File: src/rtl/frame_sequencer.sv
// Frame sequencer: generates the sampling time base and drives the converter
// enable chain (conv_in -> lag -> conv_out/cancel) once per frame, with
// per-stage ready timeouts and overrun detection at each frame start.
module frame_sequencer #(
    parameter int unsigned CNT_W         = 13,
    parameter int unsigned PULSE_LEN     = 2,
    parameter int unsigned TIMEOUT_IN    = 32,
    parameter int unsigned TIMEOUT_LAG   = 160,
    parameter int unsigned WARMUP_FRAMES = 3,
    parameter int unsigned STAT_W        = 16
) (
    input  logic              clk_operation,
    input  logic              rst,
    input  logic [CNT_W-1:0]  sampling_cycle,
    input  logic              ready_conv_in,
    input  logic              ready_lag,
    output logic [CNT_W-1:0]  sampling_cycle_counter,
    output logic              sampling_light,
    output logic              enable_conv_in,
    output logic              enable_lag,
    output logic              enable_conv_out,
    output logic              enable_cancel,
    output logic              enable_sampling,
    output logic              busy,
    output logic [STAT_W-1:0] frame_count,
    output logic [STAT_W-1:0] timeout_count
);

    localparam int unsigned STEP_MAX_A = (TIMEOUT_LAG > TIMEOUT_IN) ? TIMEOUT_LAG : TIMEOUT_IN;
    localparam int unsigned STEP_MAX   = (STEP_MAX_A > PULSE_LEN) ? STEP_MAX_A : PULSE_LEN;
    localparam int unsigned STEP_W     = $clog2(STEP_MAX + 1);
    localparam int unsigned WARM_W     = $clog2(WARMUP_FRAMES + 1);

    typedef enum logic [2:0] {
        StIdle,
        StPulseIn,
        StWaitIn,
        StPulseLag,
        StWaitLag
    } state_e;

    state_e             state_q;
    logic [STEP_W-1:0]  step_q;
    logic [WARM_W-1:0]  warm_q;
    logic               run_q;
    logic [CNT_W-1:0]   cnt_q;
    logic [CNT_W-1:0]   cnt_d;
    logic [CNT_W-1:0]   eff_cycle;
    logic               light_q;
    logic               en_in_q;
    logic               en_lag_q;
    logic               en_out_q;
    logic               en_cancel_q;
    logic               en_samp_q;
    logic [STAT_W-1:0]  frame_q;
    logic [STAT_W-1:0]  timeout_q;
    logic [STAT_W-1:0]  timeout_inc;
    logic               frame_start;

    // Frame length clamp and counter next-state; the first clock after reset holds 0
    always_comb begin
        eff_cycle = (sampling_cycle < CNT_W'(2)) ? CNT_W'(2) : sampling_cycle;
        cnt_d     = '0;
        if (run_q && (cnt_q < eff_cycle - CNT_W'(1))) begin
            cnt_d = cnt_q + CNT_W'(1);
        end
    end

    // Time base: counter and frame-start strobe registered together
    always_ff @(posedge clk_operation or posedge rst) begin
        if (rst) begin
            run_q   <= 1'b0;
            cnt_q   <= '0;
            light_q <= 1'b0;
        end else begin
            run_q   <= 1'b1;
            cnt_q   <= cnt_d;
            light_q <= (cnt_d == '0);
        end
    end

    assign frame_start = light_q;
    assign timeout_inc = (timeout_q == '1) ? timeout_q : timeout_q + STAT_W'(1);

    // Sequencer FSM with registered enables, warmup and statistics
    always_ff @(posedge clk_operation or posedge rst) begin
        if (rst) begin
            state_q     <= StIdle;
            step_q      <= '0;
            warm_q      <= '0;
            en_in_q     <= 1'b0;
            en_lag_q    <= 1'b0;
            en_out_q    <= 1'b0;
            en_cancel_q <= 1'b0;
            en_samp_q   <= 1'b0;
            frame_q     <= '0;
            timeout_q   <= '0;
        end else begin
            if (frame_start && (warm_q < WARM_W'(WARMUP_FRAMES))) begin
                warm_q <= warm_q + WARM_W'(1);
            end
            if (frame_start && (warm_q == WARM_W'(WARMUP_FRAMES - 1))) begin
                en_samp_q <= 1'b1;
            end

            // A frame start always restarts the chain; if busy it counts as an overrun
            if (frame_start) begin
                if (state_q != StIdle) begin
                    timeout_q <= timeout_inc;
                end
                state_q  <= StPulseIn;
                step_q   <= '0;
                en_in_q  <= 1'b1;
                en_lag_q <= 1'b0;
            end else begin
                unique case (state_q)
                    StIdle: begin
                        step_q <= '0;
                    end
                    StPulseIn: begin
                        if (step_q == STEP_W'(PULSE_LEN - 1)) begin
                            state_q <= StWaitIn;
                            step_q  <= '0;
                            en_in_q <= 1'b0;
                        end else begin
                            step_q <= step_q + STEP_W'(1);
                        end
                    end
                    StWaitIn: begin
                        if (ready_conv_in) begin
                            state_q  <= StPulseLag;
                            step_q   <= '0;
                            en_lag_q <= 1'b1;
                        end else if (step_q == STEP_W'(TIMEOUT_IN - 1)) begin
                            state_q   <= StIdle;
                            timeout_q <= timeout_inc;
                        end else begin
                            step_q <= step_q + STEP_W'(1);
                        end
                    end
                    StPulseLag: begin
                        if (step_q == STEP_W'(PULSE_LEN - 1)) begin
                            state_q  <= StWaitLag;
                            step_q   <= '0;
                            en_lag_q <= 1'b0;
                        end else begin
                            step_q <= step_q + STEP_W'(1);
                        end
                    end
                    StWaitLag: begin
                        if (ready_lag) begin
                            state_q     <= StIdle;
                            en_out_q    <= 1'b1;
                            en_cancel_q <= 1'b1;
                            frame_q     <= frame_q + STAT_W'(1);
                        end else if (step_q == STEP_W'(TIMEOUT_LAG - 1)) begin
                            state_q   <= StIdle;
                            timeout_q <= timeout_inc;
                        end else begin
                            step_q <= step_q + STEP_W'(1);
                        end
                    end
                    default: begin
                        state_q  <= StIdle;
                        en_in_q  <= 1'b0;
                        en_lag_q <= 1'b0;
                    end
                endcase
            end
        end
    end

    assign sampling_cycle_counter = cnt_q;
    assign sampling_light         = light_q;
    assign enable_conv_in         = en_in_q;
    assign enable_lag             = en_lag_q;
    assign enable_conv_out        = en_out_q;
    assign enable_cancel          = en_cancel_q;
    assign enable_sampling        = en_samp_q;
    assign busy                   = (state_q != StIdle);
    assign frame_count            = frame_q;
    assign timeout_count          = timeout_q;

endmodule

File: config.mk
export PLATFORM = sky130hd
export DESIGN_NAME = frame_sequencer
export DESIGN_NICKNAME = d
export VERILOG_FILES = /design/src/rtl/frame_sequencer.sv
export SDC_FILE = /design/constraint.sdc
export NUM_CORES = 1
export LEC_CHECK = 0
export CAP_MARGIN = 20
export CELL_PAD_IN_SITES_DETAIL_PLACEMENT = 0
export CELL_PAD_IN_SITES_GLOBAL_PLACEMENT = 1
export CORE_MARGIN = 3
export CORE_UTILIZATION = 41
export DETAILED_ROUTE_END_ITERATION = 6
export PLACE_DENSITY = 0.83
export SKIP_CTS_REPAIR_TIMING = 1
export SLEW_MARGIN = 20
export SYNTH_ARGS = -nofsm -noshare
export SYNTH_HDL_FRONTEND = slang
export SYNTH_SLANG_ARGS = --single-unit
File: constraint.sdc
create_clock -name clk_operation -period 3 [get_ports clk_operation]
set_input_delay 0.3 -clock clk_operation [delete_from_list [all_inputs] [get_ports clk_operation]]
set_output_delay 0.3 -clock clk_operation [all_outputs]
set_load 0.02 [all_outputs]
==> results of run 1 <==
[cells in the final DEF, fill, tap and decap left out, drive strengths merged, types with 10 or more instances in the layout]
cell / instances
nor3: 23
buf: 35
nand4: 13
dfrtp: 64
nor4: 15
inv: 18
ha: 20
xnor2: 25
nand2: 24
nand3: 22
clkbuf: 14
clkdlybuf4s50: 57
a21oi: 10
o21ai: 14
xor2: 28
nor2: 22
[layer usage]
metal	track usage [%]	wire [microns]	vias to the layer above
li1	-	-	1667
met1	23.5	4500	1650
met2	27.2	4460	73
met3	5.34	400	6
met4	4.75	71	0
met5	0	0	-
[power by group through the flow]
stage	clock network [W]	registers, W	logic [W]
after floorplan	0	0.00115	0.000360
after global placement	0	0.00112	0.000684
after detailed placement	0	0.00112	0.000700
after CTS	0.000769	0.00110	0.000703
after global routing	0.000810	0.00113	0.000776
final	0.000746	0.00110	0.000711
[state kept, by name, summed over array words and instances (netlist names)]
| register | cells |
|---|---|
| run_q | 1 |
| enable_cancel | 1 |
| step_q | 8 |
| state_q | 3 |
| timeout_count | 16 |
| sampling_cycle_counter | 13 |
| sampling_light | 1 |
| enable_sampling | 1 |
| warm_q | 2 |
| enable_lag | 1 |
| enable_conv_in | 1 |
| frame_count | 16 |
[stage by stage]
stage          TNS [ps]  utilization (%)  setup WS (ps)
5_1_grt           -2870             57.6           -248
4_1_cts           -6630             55.6           -523
2_1_floorplan     -4230                -           -344
3_5_place_dp     -11640             53.5           -877
6_report          -1130             57.6           -123
3_3_place_gp     -10440             53.5           -781
[logic make-up (layout without fill, tap and decap cells)]
family                   after synthesis  after routing
AND/OR/NAND/NOR                      167            167
AO/OA/AOI/OAI                         64             64
flip-flops                            64             64
XOR/XNOR                              53             53
buffers and inverters                 29            137
adder cells (fa/ha/maj)               20             20
multiplexers                           3              3
other                                  1              1
[cells in the mapped netlist (all sizes together) (3+ instances only)]
| cell type | count |
|---|---|
| nand2b | 8 |
| clkbuf | 6 |
| xor2 | 28 |
| and4 | 3 |
| dfrtp | 64 |
| or2 | 3 |
| nor2 | 22 |
| buf | 5 |
| nand3 | 22 |
| inv | 18 |
| or4 | 3 |
| ha | 20 |
| o21ai | 14 |
| a211oi | 6 |
| or4b | 3 |
| and3 | 5 |
| nand2 | 24 |
| nor4 | 15 |
| o22ai | 5 |
| a21o | 7 |
| xnor2 | 25 |
| nor3 | 23 |
| nand4 | 13 |
| a21oi | 10 |
| nor3b | 6 |
| or3 | 9 |
| a31oi | 3 |
| nor2b | 6 |
[critical path, delay by kind of cell]
kind	cells	cell delay, ps
AND/OR/NAND/NOR	5	1240
buffers and inverters	3	300
XOR/XNOR	1	150
adder cells (fa/ha/maj)	2	550
AO/OA/AOI/OAI	2	830
[cell type report]
| cell class | count | area share (%) |
|---|---|---|
| clock buffer | 11 | 2.64 |
| clock inverter | 5 | 1.05 |
| inverter | 18 | 1.26 |
| multi-input combinational | 308 | 43.5 |
| sequential | 64 | 29.9 |
| tap | 129 | 3.02 |
| timing repair buffer | 103 | 18.6 |
[how the worst max path moves through the flow]
stage / endpoint / slack [ps] / cells past startpoint
6_report: sampling_cycle_counter[6]$_DFF_PP0_ / -120 / 13
5_1_grt: sampling_cycle_counter[6]$_DFF_PP0_ / -250 / 13
4_1_cts: sampling_cycle_counter[2]$_DFF_PP0_ / -520 / 13
3_5_place_dp: sampling_cycle_counter[2]$_DFF_PP0_ / -880 / 13
3_3_place_gp: sampling_light$_DFF_PP0_ / -780 / 12
2_1_floorplan: sampling_light$_DFF_PP0_ / -340 / 11
==> metrics.yaml, run 1 <==
power_and_ir_drop:
  ir_drop_v: 0.000440
  p_int_w: 0.00171
  p_total_w: 0.00256
  power_switching_w: 0.000848
  power_density_mw_per_mm2: 479
  p_leak_nw: 2.31
  switching_share_pct: 33.1
  pwr-share-clk_pct: 29.1
  p_comb_share_pct: 27.7
  seqPwrFrac_pct: 43.1
logic_synthesis:
  synth.area.top_cells: "dfrtp_1, ha_1, xor2_1"
  yosysTopAreaCell: "dfrtp_1"
  synth_top_area_share_pct: 40.7
  synth-xor-area-share_pct: 11.8
  synth-main-ff-cell: "dfrtp_1"
  mappedNetlistArea_sq_mm: 0.00394
  muxShareOfSynthArea_pct: 0.826
  seq_area_frac_synth_pct: 40.7
  synth_top_family_by_area: "simple AND/OR/NAND/NOR gates"
  synth-edff-count: 0
  synth_cell_types: 59
  syn_nets: 438
  ys_warn_count: 0
  synth_async_sr_flop_share_pct: 100
  syn_inst: 401
  ys_seq_elements: 64
  avgSynthCellArea_sq_um: 9.82
  synth_compound_area_share_pct: 12.3
  synth-adder-area-share_pct: 6.35
  synth-simple-area-share_pct: 24.8
global_route:
  grt_use_total_pct: 17.4
  grt_pass1_vias: 3306
  grt_overflow: 0
  grt_max_degree: 31
  grt_pass1_wl_mm: 15.7
  antenna_found_initial: 0
setup_path:
  cp_max_fo: 6
  crit_chain: "buf_6 -> or4_4 -> o41ai_4 -> ha_2 -> inv_2 -> or3_4 -> xor2_2 -> ha_1 -> nand4_1 -> nor2_1 -> o41a_4 -> buf_8 -> nor3_4"
  reg2reg_from: "step_q[0]$_DFFE_PP0P_"
  setup.worst_path.class: "in -> reg"
  endpoint_kind: "flop"
  reg2reg_slack_ps: 560
  cp_slowest_stage_delay_ps: 560
  crit_start: "sampling_cycle[7]"
  cp_data_required_time_ps: 3260
  cp.arrival_ps: 3390
  ff2ff_path_depth: 7
  cpMaxStageDelayCell: "or4_4"
  worst_setup_path_start_kind: "primary input"
  reg2reg_to: "step_q[7]$_DFFE_PP0P_"
route:
  finalWirelength_mm: 9.44
  first_iter_violations: 150
  final_antenna_net_count: 0
  wl_per_cell_microns: 14.8
  dr.pass1.iters: 4
  num_vias: 3396
  vias_per_cell: 5.32
  drc_errors: 0
timing:
  slew_headroom_pct: 58.3
  finalCriticalPeriod_ps: 3120
  rsz0062_at_grt: "yes"
  worst_pin_slew_ps: 624
  setup_viol: 13
  hold_viol: 0
  timing.hold.ws_ps: 351
  clock.fmax_ghz: 0.320
  setup_slack_ps: -123
  drv_slew: 0
  finalClockSkew_ps: 9.81
  min_period_over_period_pct: 104
layout:
  antennaDiodeCount: 0
  final_cells: 638
  drive_above_1_share_pct: 18.1
  area_growth_pct: 35.8
  fillers: 817
  nets: 541
  multi_input_area_sq_mm: 0.00232
  final_area_sq_mm: 0.00535
  seqCellArea_sq_mm: 0.00160
flow_run:
  cap_violations: 0
cts:
  clkTransAtPathRegs_ps: 80
  cts_max_level: 3
  insertion_delay_ps: 340
  cts_buffers: 9
  clock-sinks: 64
  cts-root-buf: "clkbuf_8"
  cts_tree: "built"
  clock_path_buffers: 2
place:
  place_hpwl_mm: 6.68
  placed_cell_area_sq_mm: 0.00496
  dp.cells: 618
  portBuffers: 68
  gp_congestion: 0.815
floorplan:
  num_rows: 35
  die_h_microns: 104
  ios: 69
  coreArea_sq_mm: 0.00928
  start_util_pct: 42.4
  die-area_sq_mm: 0.0108
  die_w_microns: 104
run_status:
  violations: "negative setup slack"
  status: "finished, violations left"
worst_hold_path:
  hold_path.class: "in -> async"
(Power assumes the default switching activity.)
==> run 2: changes to the inputs <==
--- a/config.mk
+++ b/config.mk
@@ -8,7 +8,7 @@
 export CAP_MARGIN = 20
 export CELL_PAD_IN_SITES_DETAIL_PLACEMENT = 0
 export CELL_PAD_IN_SITES_GLOBAL_PLACEMENT = 1
-export CORE_MARGIN = 3
+export CORE_MARGIN = 4
 export CORE_UTILIZATION = 41
 export DETAILED_ROUTE_END_ITERATION = 6
 export PLACE_DENSITY = 0.83
==> run 2 against run 1 <==
  * The flow still finishes with violations (negative setup slack)
  * Power shrank 0.53%
  * Critical endpoint is now sampling_light$_DFF_PP0_
  * Via count shrank 0.82%
  * Worst hold slack lost 130 ps
  * Register-to-register slack lost 80 ps
  * Cell count grew 0.47%
  * Clock power shrank 2%
  * Wire length shrank 0.26%
==> metrics.yaml, run 2 (same netlist as run 1, synthesis figures left out) <==
run_status:
  status: "finished, violations left"
  violations: "negative setup slack"
timing:
  clock.fmax_ghz: 0.312  # -2.5%
  setup_viol: 14  # +1
  min_period_over_period_pct: 107  # +2.6 points
  worst_pin_slew_ps: 588  # -36.4 ps
  setup-tns-final_ps: -1770  # -640 ps
  rsz0062_at_grt: "yes"
  finalClockSkew_ps: 8.25  # -1.56 ps
  setup_slack_ps: -202  # -78.8 ps
  hold_viol: 0  # unchanged
  slew_headroom_pct: 60.5  # +2.2 points
  drv_slew: 0  # unchanged
  finalCriticalPeriod_ps: 3200  # +78.8 ps
floorplan:
  coreArea_sq_mm: 0.00928  # unchanged
  ios: 69  # unchanged
  start_util_pct: 42.4  # unchanged
  die-area_sq_mm: 0.0112  # +3.9%
  num_rows: 35  # unchanged
  die_w_microns: 106  # +1.9%
  die_h_microns: 106  # +1.9%
place:
  gp_congestion: 0.801  # -1.7%
  place_hpwl_mm: 6.81  # +2.0%
  portBuffers: 68  # unchanged
  place_ws_ps: -879  # -1.31 ps
  placed_cell_area_sq_mm: 0.00496  # -0.15%
layout:
  final_cell_mix: "dfrtp_1, clkdlybuf4s50_1, buf_4"
  fillers: 816  # -0.12%
  nets: 545  # +0.74%
  area_growth_pct: 35.6
  layout_commonest_cell: "dfrtp_1"
  fin_util_pct: 57.5  # -0.067 points
  antennaDiodeCount: 0  # unchanged
  drive_above_1_share_pct: 18.8  # +0.68 points
  final_area_sq_mm: 0.00534  # -0.12%
global_route:
  grt_pass1_vias: 3264  # -1.3%
  antenna_found_initial: 0  # unchanged
  grt_max_degree: 28  # -9.7%
  grt_use_total_pct: 16.8  # -0.58 points
  grt_pass1_wl_mm: 15.6  # -0.75%
  grt_overflow: 0  # unchanged
route:
  wl_per_cell_microns: 14.7  # -0.73%
  finalWirelength_mm: 9.41  # -0.26%
  vias_per_cell: 5.25  # -1.3%
  final_antenna_net_count: 0  # unchanged
  first_iter_violations: 150  # unchanged
  drc_errors: 0  # unchanged
  dr.pass1.iters: 4  # unchanged
  num_vias: 3368  # -0.82%
cts:
  clkTransAtPathRegs_ps: 80  # about the same
  cts_max_level: 3  # unchanged
  clock-sinks: 64  # unchanged
  cts-root-buf: "clkbuf_8"
  cts_tree: "built"
  clock_path_buffers: 2  # unchanged
  cts_buffers: 9  # unchanged
  insertion_delay_ps: 340  # about the same
setup_path:
  worst_setup_path_start_kind: "primary input"
  reg2reg_slack_ps: 480  # -80 ps
  setup.worst_path.class: "in -> reg"
  ff2ff_path_depth: 5  # -2
  cp.arrival_ps: 3430  # +40 ps
  reg2reg_to: "timeout_count[1]$_DFFE_PP0P_"
  endpoint_kind: "flop"
  cp_max_fo: 6  # unchanged
  cp_data_required_time_ps: 3230  # -30 ps
  reg2reg_from: "state_q[0]$_DFFE_PP0P_"
flow_run:
  cap_violations: 0  # unchanged
power_and_ir_drop:
  p_leak_nw: 2.33  # +0.59%
  p_total_w: 0.00255  # -0.53%
  power_density_mw_per_mm2: 477  # -0.42%
  ir_drop_v: 0.000437  # -0.87%
worst_hold_path:
  hold_path.class: "in -> async"
[run 2: how the worst max path moves through the flow]
stage          slack, ps              start                                  end  depth (start not counted)
5_1_grt             -310  sampling_cycle[8]             sampling_light$_DFF_PP0_                         13
3_3_place_gp        -780  sampling_cycle[2]  sampling_cycle_counter[5]$_DFF_PP0_                         13
3_5_place_dp        -880  sampling_cycle[2]  sampling_cycle_counter[4]$_DFF_PP0_                         15
2_1_floorplan       -340  sampling_cycle[2]             sampling_light$_DFF_PP0_                         11
6_report            -200  sampling_cycle[8]             sampling_light$_DFF_PP0_                         13
4_1_cts             -540  sampling_cycle[2]  sampling_cycle_counter[4]$_DFF_PP0_                         15
[run 2: critical path: stages]
cell and delay, ps:
buf_6 90, or4_4 560, buf_6 140, o41ai_4 290
ha_2 260, inv_2 50, or3_4 320, xor2_1 150
ha_1 280, nand4_1 110, nor2_1 70, o41a_4 490
a211o_2 320
[run 2: metrics by stage]
stage          hold WS, ps  cells
3_3_place_gp           446    617
6_report               220    641
5_1_grt                224    641
2_1_floorplan          473    401
4_1_cts                219    632
3_5_place_dp           450    617
[run 2: layer usage]
layer  wire [microns]  share of wire [%]  global-route usage [%]  vias to the layer above
li1                 -                  -                       -                     1681
met5                0                  0                       0                        -
met1             4530                 48                    23.1                     1614
met4               97                1.0                    5.00                        0
met3              370                3.9                    4.07                        8
met2             4410                 47                    26.4                       65
[run 2: power by group]
group	switching (W)	leakage, nW	internal [W]	total [W]
clock network	0.000352	0.0948	0.000376	0.000728
registers	0.000134	0.852	0.000960	0.00109
logic	0.000373	1.38	0.000353	0.000725
total	0.000859	2.33	0.00169	0.00255
[run 2: final cells by class]
class	instances	area (sq um)	share of cell area (%)
clock buffers	9	124	2.32
clock inverters	6	61.3	1.15
inverters	18	67.6	1.26
multi-input cells	308	2310	43.2
flip-flops and latches	64	1600	30.0
well taps	129	161	3.02
repair buffers	107	1020	19.1
